[src/rtl/sd_dec_pkg.sv]
// Shared definitions for the sigma-delta CIC decimator: filter order,
// modulator code mapping and output-width helper.
package sd_dec_pkg;

  localparam int unsigned CIC_ORDER = 3;

  typedef enum logic [1:0] {
    SD_NEG    = 2'b00,
    SD_ZERO_A = 2'b01,
    SD_ZERO_B = 2'b10,
    SD_POS    = 2'b11
  } sd_code_e;

  // Two-bit modulator code to a signed ternary value {-1, 0, +1}
  function automatic logic signed [1:0] sd_code_to_val(input logic [1:0] code);
    case (sd_code_e'(code))
      SD_NEG:  return -2'sd1;
      SD_POS:  return 2'sd1;
      default: return 2'sd0;
    endcase
  endfunction

  // Bit growth of an order-3 CIC with unit differential delay
  function automatic int unsigned out_w_for(input int unsigned decim);
    return 2 + CIC_ORDER * $clog2(decim);
  endfunction

endpackage

[src/rtl/sd_cic_stage.sv]
// Single enable-gated register stage, used for both CIC integrators and
// comb delay elements.
module sd_cic_stage #(
  parameter int unsigned W = 20
) (
  input  logic         clk,
  input  logic         reset,
  input  logic         en,
  input  logic [W-1:0] d,
  output logic [W-1:0] q
);

  always_ff @(posedge clk or negedge reset) begin
    if (!reset) begin
      q <= '0;
    end else if (en) begin
      q <= d;
    end
  end

endmodule

[src/rtl/sigma_delta_decimator.sv]
// Third-order CIC decimator for a ternary sigma-delta stream with a
// single-entry valid/ready output register and sticky overrun flag.
module sigma_delta_decimator
  import sd_dec_pkg::*;
#(
  parameter int unsigned DECIM = 64,
  parameter int unsigned OUT_W = out_w_for(DECIM)
) (
  input  logic             clk,
  input  logic             reset,
  input  logic [1:0]       sd_in,
  input  logic             sd_valid,
  output logic [OUT_W-1:0] out_data,
  output logic             out_valid,
  input  logic             out_ready,
  output logic             overrun
);

  localparam int unsigned PH_W = $clog2(DECIM);

  logic [PH_W-1:0]  phase;
  logic             tick_c;
  logic signed [1:0] x_val;
  logic [OUT_W-1:0] x_ext;

  logic [OUT_W-1:0] integ_q  [CIC_ORDER];
  logic [OUT_W-1:0] integ_d  [CIC_ORDER];
  logic [OUT_W-1:0] comb_in  [CIC_ORDER];
  logic [OUT_W-1:0] comb_q   [CIC_ORDER];
  logic [OUT_W-1:0] comb_out [CIC_ORDER];

  assign tick_c = sd_valid && (phase == PH_W'(DECIM - 1));

  // Integrators chain combinationally so the comb sees this cycle's input;
  // all arithmetic wraps modulo 2^OUT_W by construction.
  always_comb begin
    x_val      = sd_code_to_val(sd_in);
    x_ext      = {{(OUT_W - 2){x_val[1]}}, x_val};
    integ_d[0] = integ_q[0] + x_ext;
    for (int unsigned i = 1; i < CIC_ORDER; i++) begin
      integ_d[i] = integ_q[i] + integ_d[i-1];
    end
    comb_in[0]  = integ_d[CIC_ORDER-1];
    comb_out[0] = comb_in[0] - comb_q[0];
    for (int unsigned i = 1; i < CIC_ORDER; i++) begin
      comb_in[i]  = comb_out[i-1];
      comb_out[i] = comb_in[i] - comb_q[i];
    end
  end

  for (genvar g = 0; g < CIC_ORDER; g++) begin : g_stage
    sd_cic_stage #(.W(OUT_W)) u_integ (
      .clk   (clk),
      .reset (reset),
      .en    (sd_valid),
      .d     (integ_d[g]),
      .q     (integ_q[g])
    );
    sd_cic_stage #(.W(OUT_W)) u_comb (
      .clk   (clk),
      .reset (reset),
      .en    (tick_c),
      .d     (comb_in[g]),
      .q     (comb_q[g])
    );
  end

  // Phase wraps naturally because DECIM is a power of two
  always_ff @(posedge clk or negedge reset) begin
    if (!reset) begin
      phase <= '0;
    end else if (sd_valid) begin
      phase <= phase + PH_W'(1);
    end
  end

  // A new sample always wins over a pending one; dropping it raises overrun
  always_ff @(posedge clk or negedge reset) begin
    if (!reset) begin
      out_data  <= '0;
      out_valid <= 1'b0;
      overrun   <= 1'b0;
    end else if (tick_c) begin
      out_data  <= comb_out[CIC_ORDER-1];
      out_valid <= 1'b1;
      if (out_valid && !out_ready) begin
        overrun <= 1'b1;
      end
    end else if (out_valid && out_ready) begin
      out_valid <= 1'b0;
    end
  end

endmodule

[config.mk]
export PLATFORM = sky130hd
export DESIGN_NAME = sigma_delta_decimator
export DESIGN_NICKNAME = d
export VERILOG_FILES = /design/src/rtl/sd_dec_pkg.sv /design/src/rtl/sd_cic_stage.sv /design/src/rtl/sigma_delta_decimator.sv
export SDC_FILE = /design/constraint.sdc
export NUM_CORES = 1
export LEC_CHECK = 0
export ABC_AREA = 0
export CAP_MARGIN = 20
export CORE_ASPECT_RATIO = 0.8
export CORE_MARGIN = 2
export CORE_UTILIZATION = 50
export DETAILED_ROUTE_END_ITERATION = 6
export PLACE_DENSITY = 0.75
export RECOVER_POWER = 50
export SLEW_MARGIN = 0
export SYNTH_ARGS = -nofsm -noshare
export SYNTH_HDL_FRONTEND = slang
export SYNTH_HIERARCHICAL = 1
export SYNTH_SLANG_ARGS = --single-unit
export TNS_END_PERCENT = 100
[constraint.sdc]
create_clock -name clk -period 9.65 [get_ports clk]
set_clock_uncertainty 0.1 [all_clocks]
set_input_delay 0.965 -clock clk [delete_from_list [all_inputs] [get_ports clk]]
set_output_delay 0.965 -clock clk [all_outputs]
set_load 0.01 [all_outputs]
==> After elaboration in Yosys (flattened, before gate mapping) <==
Index checks and enable logic that the tools add are counted.
{ "totals": {"ff_bits": 148, "word_cells": 29} }
{ "op_classes": {"add_sub_neg": 7, "eq_ne": 2, "muxes": 3, "reduce_logical": 7} }
{ "op_table": {"columns": ["cell", "n"], "rows": [
  ["$add 20x20->20", 3],
  ["$sub 20x20->20", 3],
  ["$add 6x1->6 const B", 1],
  ["$eq 6x6->1 const B", 1],
  ["$pmux 2 s2", 1],
  ["$logic_and 1x1->1", 3],
  ["$eq 2x2->1 const B", 1],
  ["$logic_not 2->1", 1],
  ["$mux 1", 2],
  ["$reduce_and 2->1", 1],
  ["$reduce_bool 2->1", 1],
  ["$logic_not 1->1", 1]
]} }

==> Longest topological paths before layout <==
{ "logic_depth": {"word_depth": 8, "ltp_mapped": 49, "mapped_depth_nobuf": 45} }

==> Hierarchy <==
Netlist, hierarchy kept.
{ "modules_own_cells": {"columns": ["module", "area_per_inst_um2", "n_inst", "seq_area_each_um2", "cells_each"], "rows": [
  ["sigma_delta_decimator", 6424.9, 1, 700.7, 857],
  ["sd_cic_stage", 823.3, 6, 500.5, 42]
]} }

==> Worst setup path after synthesis <==
OpenSTA, ideal clock, no wires.
{ "synth_timing": {"kind": "input-to-reg", "startpoint": "input port sd_in[0]", "endpoint": "register out_data[19]", "setup_slack_ps": -261, "n_path_buf": 5, "setup_time_ps": 130, "arrival_ps": 9681, "required_time_ps": 9420, "cell_stages": 49, "path_cell_list": "inv_1 -> ha_1 -> buf_4 -> clkbuf_1 -> clkbuf_1 -> clkbuf_1 -> clkbuf_1 -> xor2_1 -> ha_1 -> nand2b_1 -> o21ai_0 -> a22oi_1 -> o21a_1 -> o21ai_0 -> xor2_1 -> ha_1 -> o21ai_0 -> nand2_1 -> (+13 left out) -> o21ai_0 -> a21oi_1 -> a21oi_1 -> xnor2_1 -> ha_1 -> a21o_1 -> a21o_1 -> or3_1 -> a211oi_1 -> o31ai_1 -> xor2_1 -> ha_1 -> or2_2 -> a211oi_1 -> a221oi_1 -> nand3_1 -> xor2_1 -> o21ai_1"} }
{ "synth_rtl": {"columns": ["item", "line_no", "rtl"], "rows": [
  ["from (decl)", "sigma_delta_decimator.sv:11", "input logic [1:0] sd_in,"],
  ["to (signal assigned)", "sigma_delta_decimator.sv:84", "out_data <= comb_out[CIC_ORDER-1];"],
  ["to (decl)", "sigma_delta_decimator.sv:13", "output logic [OUT_W-1:0] out_data,"]
]} }

==> reports/metrics.cfg <==
[outcome]
run_status=complete, but fails checks
violations=capacitance limit, slew limit

[final_layout]
area_delta_synth_final_pct=12.4
antenna_cells=0
final_cells=1468
nets=1264
final_common_cell=dfrtp_1
drive_gt1_share_pct=19.0
fill_cells=1868
layout_common_cells=148 x dfrtp_1, 120 x mux2_4, 99 x inv_1, 97 x ha_1, 74 x xnor2_1

[worst_setup_path]
reg2reg_slack_ns=1.28
reg2regPathDepth=39
r2r-end=out_data[19]
critical-path-slowest-cell=o41a_1
arrival_ns=9.48
end_kind=register
cpMostUsedCell=a21oi_2
crit_fanout=5
critPathMaxStageDelay_ns=0.47
worstPathRequired_ns=9.85
r2r_start=g_stage[0].u_integ/q[1]
critPathLaunchType=input pin
worstSetupPathType=in2reg

[routing]
viasPerCell=5.43
avgRoutedWirePerCell_um=14.9
firstDrtPassIters=5
vias=7969
drc_errors=0
drtIter0Drc=539
wl_um=21900
postRouteAntennaNets=0

[min_path]
hold_path_class=reg2reg
min_path_cells=2
min_to=out_data[6]
worstHoldStart=out_data[6]

[global_route]
first_global_vias=7956
antenna_found_initial=0
grt_max_degree=80
track_usage_pct=18.2
grt_first_pass_wirelength_um=37100
grt.overflow.total=0

[logic_synthesis]
syn_inst=1109
ys_types=78
yosys_warnings=6
syn_area_um2=11400
synth_edf_count=0
ys_seq_area_share_pct=32.6
syn_avg_cell_area_um2=10.2
ys_ff_latch=148
synth_ff_type=dfrtp_1
syn_nets=1223
async_flop_share_pct=100

[clock_network]
cts_hold_buf=0
clk-insertion-delay-late_ns=0.42
cts_max_level=4
cts_root_buffer=clkbuf_16
cts_buffer_depth=2
cts_tree=built
cts-buffers-inserted=17
clock_sinks=148
cts.clk_slew.worst_paths_ns=0.06

[die]
die_h_um=139
core_area_um2=22400
rows=49
initial_core_util_pct=50.8
ios=28
die_x_um=173
fp.dieArea_um2=24000

[sta]
report.final.slew_viol_count=219
hold_viol_final=0
fmax_ghz=0.108
min_period_over_period_pct=96.3
min_period_ns=9.29
setup_viol=0
relSlewSlack_pct=-188
tightest_slew_ns=4.33

[placement]
io_buffers=27
dp_cells=1424
place_hpwl_um=14800
globalplace.congestion=0.809

[job]
cap_viol_max_count=4

[worst max-delay path, delay by kind of cell]
kind | cells | cell delay (ns)
AOI/OAI and AO/OA | 22 | 3.36
xor gates and xnor gates | 6 | 1.06
adders and majority gates | 7 | 1.81
buffers and inverters | 4 | 0.63
and+or+nand+nor | 7 | 1.66
[cell usage after synthesis, drive strengths merged, types with 6 or more instances]
cell	instances	share of area (%)
clkbuf	14	0.46
a21o	26	1.7
a21boi	9	0.59
ha	103	11
nor3	17	0.75
a22oi	6	0.40
o31a	6	0.46
o21ai	74	3.3
nor2b	18	0.99
buf	19	1.5
a21oi	69	3.0
inv	101	3.3
o21a	13	0.86
nor2	53	1.8
xor2	36	2.8
mux2	122	16
and3	7	0.39
a211oi	9	0.59
xnor2	78	6.1
dfrtp	148	33
nand2	61	2.0
nand3	11	0.48
o21bai	9	0.59
nand2b	10	0.55
[stage by stage]
stage | util (%) | area, um^2 | setup WS (ns) | TNS [ns] | hold WS (ns)
5_1_grt | 57.1 | 12800 | -0.121 | -0.174 | 0.405
3_5_place_dp | 53.2 | 11900 | -0.0767 | -0.0767 | 0.363
6_report | 57.1 | 12800 | 0.362 | 0 | 0.377
4_1_cts | 55.9 | 12500 | 0.262 | 0 | 0.383
3_3_place_gp | 53.2 | 11900 | 0.164 | 0 | 0.351
2_1_floorplan | - | 11400 | 0.0502 | 0 | 0.342
[how the worst max path moves through the flow]
| stage | start | end |
|---|---|---|
| finish | sd_in[0] | out_data[19] |
| global route | sd_in[0] | out_data[19] |
| CTS | sd_in[0] | out_data[19] |
| detailed placement | sd_in[0] | out_data[19] |
| global placement | sd_in[0] | out_data[19] |
| floorplan | sd_in[0] | out_data[19] |
[per-layer routing]
layer / vias up / GRT usage, % / share of wire [%]
met5: - / 0 / 0
met1: 3860 / 25.2 / 50
met4: 0 / 3.82 / 0.93
li1: 3995 / - / -
met3: 23 / 3.70 / 2.4
met2: 91 / 29.7 / 47
[logic make-up (layout without fill, tap and decap cells)]
group                      count (synthesis)  after routing  synth area share [%]
buffers and inverters                    134            187                  5.34
AOI/OAI and AO/OA                        265            265                  15.0
muxes                                    124            124                  16.2
DFF                                      148            148                  32.6
xor gates and xnor gates                 116            116                  9.35
and+or+nand+nor                          214            214                  9.31
adders and majority gates                108            108                  12.2
[registers in the layout (all words and copies together) (netlist names)]
signal and count:
g_stage.u_integ/q 60, phase 6, g_stage.u_comb/q 60, out_valid 1
out_data 20, overrun 1
[cell type report]
| class | count | area, um^2 | share of cell area [%] |
|---|---|---|---|
| multi-input cells | 827 | 7200 | 56.4 |
| flip-flops and latches | 148 | 3700 | 29.0 |
| repair buffers | 55 | 493 | 3.86 |
| clock buffers | 19 | 433 | 3.39 |
| well taps | 306 | 383 | 3.00 |
| inverters | 101 | 380 | 2.98 |
| clock inverters | 12 | 181 | 1.42 |
[repair_timing]
item                       in CTS  in global routing
setup endpoints to repair       0                  2
buffers inserted                0                 12
resized for setup               0                 38
Power is left out: the tool's default activity adds up to more than one toggle a clock period on the data nets, which glitch-free logic cannot reach.
